**config.mk**
```make
export PLATFORM = sky130hd
export DESIGN_NAME = step_pulse_conditioner
export DESIGN_NICKNAME = d
export VERILOG_FILES = /design/src/rtl/step_pulse_conditioner.sv
export SDC_FILE = /design/constraint.sdc
export NUM_CORES = 1
export LEC_CHECK = 0
export BUFFER_PORTS_ARGS = -buffer_cell sky130_fd_sc_hd__clkbuf_2
export CAP_MARGIN = 40
export CORE_MARGIN = 2
export CORE_UTILIZATION = 50
export DETAILED_ROUTE_END_ITERATION = 12
export PLACE_DENSITY = 0.66
export RECOVER_POWER = 50
export SYNTH_ARGS = -nofsm -noshare
export SYNTH_HDL_FRONTEND = slang
export SYNTH_SLANG_ARGS = --single-unit
```
**constraint.sdc**
```tcl
create_clock -name clk100Mhz -period 3.4 [get_ports clk100Mhz]
set_input_delay 0 -clock clk100Mhz [delete_from_list [all_inputs] [get_ports clk100Mhz]]
set_output_delay 0 -clock clk100Mhz [all_outputs]
set_load 0.02 [all_outputs]
```
**src/rtl/step_pulse_conditioner.sv**
```systemverilog
// step_pulse_conditioner
//
// Turns the raw, asynchronous, bouncy pedometer contact into clean one-cycle
// step pulses for the downstream step counter. A step is accepted only after
// its level has been stable for DEBOUNCE_CYCLES. Steps arriving within
// LOCKOUT_CYCLES of the previous accepted pulse are counted as rejects.
// Cadence (accepted pulses per CLK_HZ-cycle window) is reported for the
// display path.
//
// Optional build macro: SELFTEST_GEN_EN
//   When defined, adds input selfTest and parameter SELFTEST_PERIOD. While
//   selfTest is high, an internal square wave of that period replaces the
//   synchronized contact at the debounce FSM input.
//
// Ports:
//   clk100Mhz    in   system clock, all logic on posedge
//   rst          in   synchronous, active-high reset
//   rawStep      in   asynchronous raw step contact, active high
//   enable       in   low: qualified steps neither pulse nor count as rejects
//   selfTest     in   (SELFTEST_GEN_EN only) select internal test waveform
//   pulseSignal  out  registered one-cycle pulse per accepted step
//   stepHeld     out  debounced contact level (HIGH or FALL_CHK)
//   cadence      out  accepted pulses in last completed window, saturating
//   cadenceValid out  one-cycle strobe, high in the cycle cadence takes a new value
//   rejectCount  out  steps rejected by lockout, saturating at all-ones
//
// Handshake: pulseSignal and cadenceValid are single-cycle strobes with no
// ready/back-pressure; the consumer must sample them every cycle. cadence is
// valid to read whenever cadenceValid is high and holds until the next strobe.
//
// Debug visibility: the debounce FSM state is the signal `state` (state_t).

module step_pulse_conditioner #(
    parameter int CLK_HZ          = 100000000,
    parameter int DEBOUNCE_CYCLES = 500000,
    parameter int LOCKOUT_CYCLES  = 20000000,
    parameter int CNT_W           = 8
`ifdef SELFTEST_GEN_EN
    ,
    parameter int SELFTEST_PERIOD = 50000000
`endif
) (
    input  logic             clk100Mhz,
    input  logic             rst,
    input  logic             rawStep,
    input  logic             enable,
`ifdef SELFTEST_GEN_EN
    input  logic             selfTest,
`endif
    output logic             pulseSignal,
    output logic             stepHeld,
    output logic [CNT_W-1:0] cadence,
    output logic             cadenceValid,
    output logic [CNT_W-1:0] rejectCount
);

    localparam int DBW   = (DEBOUNCE_CYCLES > 1) ? $clog2(DEBOUNCE_CYCLES) : 1;
    localparam int LCKW  = (LOCKOUT_CYCLES > 0) ? $clog2(LOCKOUT_CYCLES + 1) : 1;
    localparam int WINW  = (CLK_HZ > 1) ? $clog2(CLK_HZ) : 1;

    localparam logic [DBW-1:0]   DB_LAST   = DBW'(DEBOUNCE_CYCLES - 1);
    localparam logic [LCKW-1:0]  LOCK_LOAD = LCKW'(LOCKOUT_CYCLES);
    localparam logic [WINW-1:0]  WIN_LAST  = WINW'(CLK_HZ - 1);
    localparam logic [CNT_W-1:0] CNT_MAX   = '1;

    typedef enum logic [1:0] {
        LOW      = 2'd0,
        RISE_CHK = 2'd1,
        HIGH     = 2'd2,
        FALL_CHK = 2'd3
    } state_t;

    // Two-flop synchronizer on the asynchronous contact.
    logic sync_a;
    logic syncStep;

    always_ff @(posedge clk100Mhz) begin
        if (rst) begin
            sync_a   <= 1'b0;
            syncStep <= 1'b0;
        end else begin
            sync_a   <= rawStep;
            syncStep <= sync_a;
        end
    end

    logic fsm_in;

`ifdef SELFTEST_GEN_EN
    localparam int STW = (SELFTEST_PERIOD > 1) ? $clog2(SELFTEST_PERIOD) : 1;
    localparam logic [STW-1:0] ST_LAST = STW'(SELFTEST_PERIOD - 1);
    localparam logic [STW-1:0] ST_HALF = STW'(SELFTEST_PERIOD / 2);

    logic [STW-1:0] st_phase;

    // Phase restarts whenever the generator is deselected so each self-test
    // run begins with a fresh high half-period.
    always_ff @(posedge clk100Mhz) begin
        if (rst || !selfTest) begin
            st_phase <= '0;
        end else if (st_phase == ST_LAST) begin
            st_phase <= '0;
        end else begin
            st_phase <= st_phase + 1'b1;
        end
    end

    assign fsm_in = selfTest ? (st_phase < ST_HALF) : syncStep;
`else
    assign fsm_in = syncStep;
`endif

    // Debounce FSM
    state_t         state;
    state_t         state_nxt;
    logic [DBW-1:0] cnt;
    logic [DBW-1:0] cnt_nxt;
    logic           qualify;

    always_comb begin
        state_nxt = state;
        cnt_nxt   = cnt;
        qualify   = 1'b0;
        case (state)
            LOW: begin
                if (fsm_in) begin
                    state_nxt = RISE_CHK;
                    cnt_nxt   = '0;
                end
            end
            RISE_CHK: begin
                if (!fsm_in) begin
                    state_nxt = LOW;
                end else if (cnt == DB_LAST) begin
                    state_nxt = HIGH;
                    qualify   = 1'b1;
                end else begin
                    cnt_nxt = cnt + 1'b1;
                end
            end
            HIGH: begin
                if (!fsm_in) begin
                    state_nxt = FALL_CHK;
                    cnt_nxt   = '0;
                end
            end
            FALL_CHK: begin
                if (fsm_in) begin
                    state_nxt = HIGH;
                end else if (cnt == DB_LAST) begin
                    state_nxt = LOW;
                end else begin
                    cnt_nxt = cnt + 1'b1;
                end
            end
            default: state_nxt = LOW;
        endcase
    end

    // Qualification against enable and the lockout window
    logic [LCKW-1:0] lockout;
    logic            lock_idle;
    logic            accept;
    logic            reject;

    assign lock_idle = (lockout == '0);
    assign accept    = qualify && enable && lock_idle;
    assign reject    = qualify && enable && !lock_idle;

    always_ff @(posedge clk100Mhz) begin
        if (rst) begin
            state       <= LOW;
            cnt         <= '0;
            stepHeld    <= 1'b0;
            pulseSignal <= 1'b0;
            lockout     <= '0;
            rejectCount <= '0;
        end else begin
            state       <= state_nxt;
            cnt         <= cnt_nxt;
            // Registered alongside the state so it tracks HIGH/FALL_CHK exactly.
            stepHeld    <= (state_nxt == HIGH) || (state_nxt == FALL_CHK);
            pulseSignal <= accept;
            // A fresh accept reloads; a rejected step leaves the window running.
            if (accept) begin
                lockout <= LOCK_LOAD;
            end else if (!lock_idle) begin
                lockout <= lockout - 1'b1;
            end
            if (reject && (rejectCount != CNT_MAX)) begin
                rejectCount <= rejectCount + 1'b1;
            end
        end
    end

    // Cadence window
    logic [WINW-1:0]  window;
    logic [CNT_W-1:0] acc;
    logic [CNT_W-1:0] acc_inc;

    // Includes a pulse present in the current cycle, so a pulse on the last
    // window cycle lands in the window that is closing.
    assign acc_inc = (pulseSignal && (acc != CNT_MAX)) ? acc + 1'b1 : acc;

    always_ff @(posedge clk100Mhz) begin
        if (rst) begin
            window       <= '0;
            acc          <= '0;
            cadence      <= '0;
            cadenceValid <= 1'b0;
        end else begin
            cadenceValid <= (window == WIN_LAST);
            if (window == WIN_LAST) begin
                window  <= '0;
                cadence <= acc_inc;
                acc     <= '0;
            end else begin
                window <= window + 1'b1;
                acc    <= acc_inc;
            end
        end
    end

endmodule

```
==> metrics.yaml <==
critical_path:
  required_ps: 3690
  r2r-end: "lockout[24]"
  r2r_start: "lockout[8]"
  endpoint_kind: "flop"
  timing.critical_path.to: "lockout[24]"
  critPathMaxFanout: 15
  setup.worst_path.start: "lockout[8]"
  crit_type: "reg -> reg"
  r2r_setup_slack_ps: 550
  rr_worst_depth: 5
  cp.arrival_ps: 3140
  critical_path.startpoint_type: "flop"
clock_network:
  cts_buffers: 9
  clock_tree.root_cell: "clkbuf_8"
  htree_num_levels: 3
  clock-sinks: 102
  clock_latency_ps: 370
  tritoncts_clock_tree: "done"
  path_clk_slew_ps: 90
  cts.path.max_buffers: 2
floorplanning:
  core_region_area_um2: 9200
  die_x_um: 101
  initial_util_pct: 51.5
  die_area_um2: 10300
  die_y_um: 101
  ios: 23
  fp-row-count: 35
place:
  gpl.final_weighted_congestion: 0.868
  port-buffer-count: 22
  placed_cells_incl_taps: 666
  detailed_place_hpwl_mm: 6.63
  place_worst_setup_slack_ps: 593
  detailed_place.area_um2: 4950
power_and_ir_drop:
  power.density_nw_per_um2: 612
  power.static_leakage_nw: 1.65
  worst_ir_drop_vdd_mv: 0.394
  power_w: 0.00312
job:
  max_cap_violations: 0
sta:
  final_hold_viol_count: 0
  final_max_slew_viol_count: 0
  layout_setup_ws_ps: 550
  rsz0062_at_grt: "no"
  final_min_period_over_clock_period_pct: 83.8
  timing.clock.skew_ps: 11.1
  maxClockFrequency_ghz: 0.351
  setup_viol_count_final: 0
  slew_margin_rel_pct: 6.78
  worst_tran_pin_value_ps: 1400
  post-route-min-period_ps: 2850
  setup-tns-final_ps: 0
routing:
  remaining_drc_errors: 0
  route.vias.total: 3869
  first_iter_violations: 125
  antenna_left: 0
  avgViaCountPerCell: 5.66
  firstDrtPassIters: 4
  drt_wl_total_mm: 9.61
  avgRoutedWirePerCell_um: 14.1
cells_and_area:
  drive_above_1_share_pct: 7.34
  layout.cell_area.non_filler_um2: 5100
  fin_cells: 683
  insertedDiodeCount: 0
  mostFrequentLayoutCell: "dfxtp_1"
  most-common-layout-cells: "102 x dfxtp_1, 83 x nor2_1, 38 x nand2_1, 34 x xnor2_1, 26 x a21oi_1"
  synthToLayoutAreaGrowth_pct: 7.77
  nets: 577
yosys:
  flip_flop_and_latch_count_after_synthesis: 102
  synth-main-ff-cell: "dfxtp_1"
  synth_fp_nets: 558
  yosysWarnings: 0
  synth.area.top_cells: "dfxtp_1 43%, nor2_1 6.6%, xnor2_1 6.3%"
  synth_largest_area_cell: "dfxtp_1"
  postSynth.asyncResetShare_pct: 0
  synthDominantCellAreaShare_pct: 43.2
  synth_seq_area_share_pct: 43.2
  synth_enable_flop_cells: 0
  postSynthAreaPerCell_um2: 8.62
  synthDistinctLibCells: 50
  post_synth_inst_count: 549
  post_synth_instance_area_um2: 4730
global_routing:
  global_route.usage.total_pct: 19.6
  grt_first_pass_wirelength_mm: 16.3
  grt_antenna_before_repair: 0
  globalRoute.totalOverflow: 0
  grt_pass1_vias: 3627
  grt_max_degree: 34
worst_hold_path:
  hold_path_class: "in -> reg"
status:
  run_status: "completed"
-- cell usage after synthesis, types with 8 or more instances --
| cell type | number |
|---|---|
| o21ai_0 | 12 |
| a211oi_1 | 13 |
| nand2_1 | 38 |
| or4_1 | 14 |
| clkbuf_1 | 14 |
| nand3_1 | 19 |
| o31ai_1 | 9 |
| nor3b_1 | 8 |
| nand4_1 | 14 |
| xnor2_1 | 34 |
| nor2b_1 | 8 |
| mux2i_1 | 8 |
| a21oi_1 | 26 |
| dfxtp_1 | 102 |
| nor2_1 | 83 |
| or3_1 | 13 |
| xor2_1 | 13 |
| inv_1 | 13 |
| and3_1 | 9 |
| nor4_1 | 17 |
| nor3_1 | 14 |
-- how the worst min path moves through the flow --
stage | endpoint | from | depth (start not counted) | slack (ps)
floorplan | sync_a | rawStep | 1 | 130
global placement | sync_a | rawStep | 2 | 220
detailed placement | sync_a | rawStep | 2 | 220
CTS | lockout[24] | enable | 4 | 40
global route | lockout[24] | enable | 4 | 70
finish | lockout[24] | enable | 4 | 60
-- sequential cells by signal (all words and copies together), names as in the netlist, 2 cells and up --
register / count
acc: 8
cadence: 8
cnt: 19
lockout: 25
rejectCount: 8
state: 2
window: 27
-- cell families (layout without fill, tap and decap cells) --
logic type | after synthesis | in the layout | share of synthesized area (%)
AOI/OAI and AO/OA | 74 | 74 | 9.92
xor gates and xnor gates | 47 | 47 | 8.70
adders and majority gates | 5 | 5 | 1.32
buffers and inverters | 36 | 59 | 2.99
DFF | 102 | 102 | 43.2
muxes | 14 | 14 | 3.12
and+or+nand+nor | 271 | 271 | 30.8
-- through the flow --
stage | util (%) | hold slack (ps)
2_1_floorplan | - | 128
3_3_place_gp | 53.8 | 216
3_5_place_dp | 53.8 | 222
4_1_cts | 55.8 | 38.7
5_1_grt | 55.5 | 67.3
6_report | 55.5 | 56.2
-- routing by layer --
metal	vias to the layer above	global-route usage (%)	part of all wire, %
li1	2005	-	-
met1	1800	25.4	49
met2	50	31.7	45
met3	14	5.73	3.9
met4	0	6.13	1.4
met5	-	0	0
-- critical path: stages, from the launching register on --
cell and delay [ps]:
dfxtp_1 370, or4_4 570, or4_1 680, or4_1 600
or4_1 410, a21oi_1 140
-- where the power goes --
group | total (W) | switching [W] | internal (W)
clock | 0.000684 | 0.000381 | 0.000303
sequential | 0.00140 | 0.0000995 | 0.00130
combinational | 0.00104 | 0.000659 | 0.000376
total | 0.00312 | 0.00114 | 0.00198
-- what timing repair did --
action	in CTS	in global routing
hold buffers	2	0
resized for setup	0	0
endpoints found under the hold margin	9	0
setup buffers	0	0
-- cell type report --
type	instances	area [µm²]
fillers	860	4100
well taps	111	139
clock buffers	14	163
clock inverters	1	5.00
repair buffers	31	154
inverters	13	48.8
flip-flops and latches	102	2040
multi-input cells	411	2550
No activity file was read; power rests on OpenSTA's default activity.
